$ cat src/rtl/add_reducer_pipelined.sv
// Pipelined add-reduction tree with valid/sideband delay line and an output accumulator.
// Optional sticky overflow output: define ADD_REDUCER_OVERFLOW_EN.
module add_reducer_pipelined #(
  parameter int WORD_WIDTH = 36,
  parameter int ADDENDS    = 8
) (
  input  logic                          clock,
  input  logic                          reset_n,
  input  logic                          in_valid,
  input  logic [ADDENDS*WORD_WIDTH-1:0] addends,
  input  logic                          acc_en,
  input  logic                          acc_clear,
  output logic                          out_valid,
  output logic [WORD_WIDTH-1:0]         reduction,
  output logic [WORD_WIDTH-1:0]         accumulator
`ifdef ADD_REDUCER_OVERFLOW_EN
  ,
  output logic                          overflow
`endif
);

  function automatic int level_cnt(input int k);
    int n;
    n = ADDENDS;
    for (int j = 0; j < k; j++) n = (n + 1) / 2;
    return n;
  endfunction

  // Bit offset of level k inside the flattened tree bus; level k nodes are WORD_WIDTH+k wide.
  function automatic int level_off(input int k);
    int o;
    o = 0;
    for (int j = 0; j < k; j++) o += level_cnt(j) * (WORD_WIDTH + j);
    return o;
  endfunction

  localparam int LEVELS = (ADDENDS > 1) ? $clog2(ADDENDS) : 0;
  localparam int SUM_W  = WORD_WIDTH + LEVELS;
  localparam int TREE_W = level_off(LEVELS + 1);

  wire [TREE_W-1:0] tree;
  wire [SUM_W-1:0]  sum_full;
  logic             vld_d, en_d, clr_d;
  logic             tree_ovf;
  logic [WORD_WIDTH:0] acc_sum;

  assign tree[ADDENDS*WORD_WIDTH-1:0] = addends;

  for (genvar k = 1; k <= LEVELS; k++) begin : g_level
    localparam int NP = level_cnt(k - 1);
    localparam int NC = level_cnt(k);
    localparam int WP = WORD_WIDTH + k - 1;
    localparam int WC = WORD_WIDTH + k;
    localparam int OP = level_off(k - 1);
    localparam int OC = level_off(k);
    for (genvar i = 0; i < NC; i++) begin : g_node
      logic [WC-1:0] node_next;
      logic [WC-1:0] node_q;
      if (2 * i + 1 < NP) begin : g_add
        assign node_next = WC'(tree[OP + 2*i*WP +: WP]) + WC'(tree[OP + (2*i+1)*WP +: WP]);
      end else begin : g_pass
        // Odd leftover element is registered unadded to keep every path the same depth.
        assign node_next = WC'(tree[OP + 2*i*WP +: WP]);
      end
      always_ff @(posedge clock) node_q <= node_next;
      assign tree[OC + i*WC +: WC] = node_q;
    end
  end

  assign sum_full = tree[level_off(LEVELS) +: SUM_W];

  if (LEVELS > 0) begin : g_side
    logic [LEVELS-1:0] vld_q, en_q, clr_q;
    always_ff @(posedge clock) begin
      if (!reset_n) begin
        vld_q <= '0;
        en_q  <= '0;
        clr_q <= '0;
      end else begin
        vld_q[0] <= in_valid;
        en_q[0]  <= in_valid & acc_en;
        clr_q[0] <= in_valid & acc_clear;
        for (int k = 1; k < LEVELS; k++) begin
          vld_q[k] <= vld_q[k-1];
          en_q[k]  <= en_q[k-1];
          clr_q[k] <= clr_q[k-1];
        end
      end
    end
    assign vld_d = vld_q[LEVELS-1];
    assign en_d  = en_q[LEVELS-1];
    assign clr_d = clr_q[LEVELS-1];
    assign tree_ovf = |sum_full[SUM_W-1:WORD_WIDTH];
  end else begin : g_noside
    assign vld_d = in_valid;
    assign en_d  = acc_en;
    assign clr_d = acc_clear;
    assign tree_ovf = 1'b0;
  end

  assign acc_sum = {1'b0, accumulator} + {1'b0, sum_full[WORD_WIDTH-1:0]};

  always_ff @(posedge clock) begin
    if (!reset_n) begin
      out_valid   <= 1'b0;
      reduction   <= '0;
      accumulator <= '0;
    end else begin
      out_valid <= vld_d;
      if (vld_d) begin
        reduction <= sum_full[WORD_WIDTH-1:0];
        if (clr_d)
          accumulator <= en_d ? sum_full[WORD_WIDTH-1:0] : '0;
        else if (en_d)
          accumulator <= acc_sum[WORD_WIDTH-1:0];
      end
    end
  end

`ifdef ADD_REDUCER_OVERFLOW_EN
  logic ovf_now;
  assign ovf_now = tree_ovf | (en_d & ~clr_d & acc_sum[WORD_WIDTH]);

  // A clearing vector restarts the sticky flag but still records its own overflow.
  always_ff @(posedge clock) begin
    if (!reset_n)
      overflow <= 1'b0;
    else if (vld_d)
      overflow <= clr_d ? ovf_now : (overflow | ovf_now);
  end
`else
  logic unused_ovf;
  assign unused_ovf = tree_ovf | acc_sum[WORD_WIDTH];
`endif

endmodule

$ cat config.mk
export PLATFORM = sky130hd
export DESIGN_NAME = add_reducer_pipelined
export DESIGN_NICKNAME = d
export VERILOG_FILES = /design/src/rtl/add_reducer_pipelined.sv
export SDC_FILE = /design/constraint.sdc
export NUM_CORES = 1
export LEC_CHECK = 0
export ABC_CLOCK_PERIOD_IN_PS = 4000
export CAP_MARGIN = 20
export CORE_ASPECT_RATIO = 0.6
export CORE_MARGIN = 2
export CORE_UTILIZATION = 45
export CTS_BUF_LIST = sky130_fd_sc_hd__clkbuf_8 sky130_fd_sc_hd__clkbuf_16
export DETAILED_ROUTE_END_ITERATION = 16
export HOLD_SLACK_MARGIN = 0.06
export PLACE_DENSITY = 0.69
export SYNTH_ARGS = -nofsm -noshare
export SYNTH_HDL_FRONTEND = slang
export SYNTH_SLANG_ARGS = --single-unit
$ cat constraint.sdc
create_clock -name clock -period 4 [get_ports clock]
set_input_delay 1 -clock clock [delete_from_list [all_inputs] [get_ports clock]]
set_output_delay 1 -clock clock [all_outputs]
set_load 0.01 [all_outputs]
==> results.toml <==
[outcome]
status = "complete, no violations"

[setup_path]
setup.worst_path.end = "g_level[1].g_node[2].node_q[35]"
path_cells = "clkdlybuf4s50_1 > ha_1 > a21oi_1 > o22ai_1 > o211ai_1 > a211oi_1 > buf_4 > o2111ai_1 > nand2_1 > a221oi_1 > o21a_1 > a21boi_0 > nor4_1 > a311oi_1"
path_class = "in2reg"
cp.depth = 14
crit_fanout = 3
r2r-start = "g_level[1].g_node[0].node_q[0]"
cp_data_required_time_ns = 4.40
cp_data_arrival_time_ns = 4.25
startpoint = "addends[181]"
r2r_slack_ns = 0.23
end_kind = "flip-flop"
crit_path_start_kind = "primary input"
reg2regPathDepth = 13
r2r-end = "g_level[2].g_node[0].node_q[34]"
path_buf_inv = 2
cp_slowest_cell = "clkdlybuf4s50_1"
cp_slowest_stage_delay_ns = 0.53
crit_family = "compound AO/OA/AOI/OAI gates"

[floorplan]
core_area_mm2 = 0.0467
die-area_mm2 = 0.0496
die_w_um = 286
floorplan.initialDensity_pct = 46.0
rows = 61
die_y_um = 173
ioPinCount = 366

[drt]
firstDrtPassIters = 5
route.detailed.drc = 0
antenna_left = 0
wirelength_um = 63000
drt_iter0_drc = 1240
routed-via-count = 19200
wl_per_cell_um = 17.8
routed_via_density = 5.43

[grt]
grt_overflow = 0
grt_pass1_wl_um = 97800
grt_antenna_before_repair = 10
grt_max_degree = 67
grt_usage_pct = 24.4
grt_pass1_vias = 18604

[layout]
final_util_pct = 59.6
area_growth_pct = 29.5
nets = 3460
nFillCells = 4078
drive_gt1_share_pct = 7.20
layout_commonest_cell = "clkdlybuf4s50_1"
fin_area_mm2 = 0.0278
layout_common_cells = "clkdlybuf4s50_1, dfxtp_1, ha_1"

[clock_tree]
clock_sinks = 334
cts_made_buffers = 35
cts_root_buf = "clkbuf_16"
clkSlewWorstSetupHoldPaths_ns = 0.06
hold_buffers = 0
cts_tree = "yes"
clock_latency_ns = 0.54
clock_path_buffers = 3
cts_max_level = 2

[placement]
placed_area_mm2 = 0.0266
numPortBuffers = 365
place.gp.congestion = 0.939
hpwl_um = 51700

[logic_synthesis]
ys_top_cells_by_area = "dfxtp_1, ha_1, xnor2_1, a21o_1, a21oi_1"
ys_seq_elements = 334
syn_inst = 2406
ys_warn_count = 0
syn_area_mm2 = 0.0215
syn_nets = 2987
synth_edf_count = 0
ys_async_sr_fraction_pct = 0
synthFlopType = "dfxtp_1"
synth_top_area_share_pct = 31.1
synth_top_cell_by_area = "dfxtp_1"
synth_cell_types = 74
avgSynthCellArea_um2 = 8.94
ys_seq_area_share_pct = 31.1

[timing]
slew_viol_final = 0
finalHoldViolCount = 0
min_period_ns = 3.85
period_share_pct = 96.3
finalSetupViolations = 0
finalSetupTns_ns = 0
fmaxAchievable_ghz = 0.260
tightest_slew_ns = 1.04
rsz0062_at_grt = "no"
fin_skew_ns = 0.0184
relSlewSlack_pct = 30.5

[power]
p_per_area_mw_per_mm2 = 579
power_uw = 16100
irDropWorstVdd_v = 0.000372
power_leakage_uw = 0.0126

[flow_run]
maxCapViolations = 0

[min_path]
hp-class = "reg2reg"
[per-layer routing]
layer  wire, um  vias up  GRT usage (%)  share of wire (%)
met5          8        -              0              0.013
met2      26800      541           37.8                 43
li1           -     9705              -                  -
met1      31700     8883           36.0                 50
met4        982        2           4.80                1.6
met3       3430       69           3.30                5.4
[synth_stat cells, types with 28 or more instances]
master	n
o21bai_1	28
inv_1	67
nand2b_1	35
clkbuf_1	36
and3_1	30
a21o_1	166
nor3_1	28
dfxtp_1	334
xnor2_1	166
mux2i_1	38
nand2_1	156
o21ai_0	131
nand3_1	46
nor2_1	136
ha_1	280
a21oi_1	235
o21a_1	47
nor2b_1	79
xor2_1	87
[worst reg2reg max path, cell delays in order (launching register included)]
cell      delay, ns
dfxtp_1        0.30
ha_1           0.24
fa_1           0.44
a211o_1        0.29
o211ai_1       0.16
a211o_1        0.23
nand2_1        0.11
a31oi_1        0.25
a211oi_1       0.14
a2111o_1       0.44
nor3_1         0.26
o311a_1        0.27
a21oi_1        0.10
xor2_1         0.42
[state kept, by name, summed over array words and instances (netlist names)]
register / flops
g_side.en_q: 3
accumulator: 36
reduction: 36
g_side.vld_q: 3
g_side.clr_q: 3
out_valid: 1
g_level.g_node.node_q: 252
[power by group]
part	switching (uW)	total [uW]	leakage (uW)	internal, uW
sequential	681	5040	0.00279	4360
combinational	4260	7870	0.00923	3610
clock	1390	3230	0.000585	1840
total	6330	16100	0.0126	9800
[cells by family (layout without fill, tap and decap cells)]
kind of cell,count (synthesis),after routing,share of synthesized area (%)
mux,38,38,1.77
xor+xnor,253,253,10.3
simple gates,589,589,13.5
other cells,0,5,0
buf+inv,107,605,1.87
flops,334,334,31.1
fa+ha+maj,288,288,17.0
compound gates,797,797,24.5
[how the worst min path moves through the flow]
stage / from / to / slack, ns / cells after the start
after floorplan: g_side.vld_q[0] / g_side.vld_q[1] / 0.41 / 1
after global placement: g_side.en_q[1] / g_side.en_q[2] / 0.42 / 1
after detailed placement: g_side.vld_q[0] / g_side.vld_q[1] / 0.42 / 1
after CTS: g_side.vld_q[0] / g_side.vld_q[1] / 0.44 / 1
after global routing: g_side.clr_q[0] / g_side.clr_q[1] / 0.46 / 1
final: g_side.vld_q[0] / g_side.vld_q[1] / 0.43 / 1
[area by class of cell]
type,instances,area (um2),area share (%)
Multi-Input combinational cell,1965,14500,52.1
Timing Repair Buffer,476,4490,16.1
Tap cell,630,788,2.83
Sequential cell,334,6690,24.0
Inverter,67,251,0.903
Antenna cell,5,12.5,0.0449
Clock buffer,41,958,3.44
Clock inverter,21,160,0.575
[metrics by stage]
step                      cells  hold WS (ns)  setup slack, ns
after global routing       3539         0.462          0.00437
final                      3539         0.430            0.150
after detailed placement   3471         0.421           -0.832
after global placement     3471         0.421           -0.609
after floorplan            2406         0.406            0.253
after CTS                  3533         0.435           0.0154
[repair_timing]
action	in CTS	in global routing
pin swaps	3	10
setup buffers	0	1
resized for setup	4	15
cloned	0	0
endpoints found under the setup margin	5	11
Power figures use the tool's default switching activity.
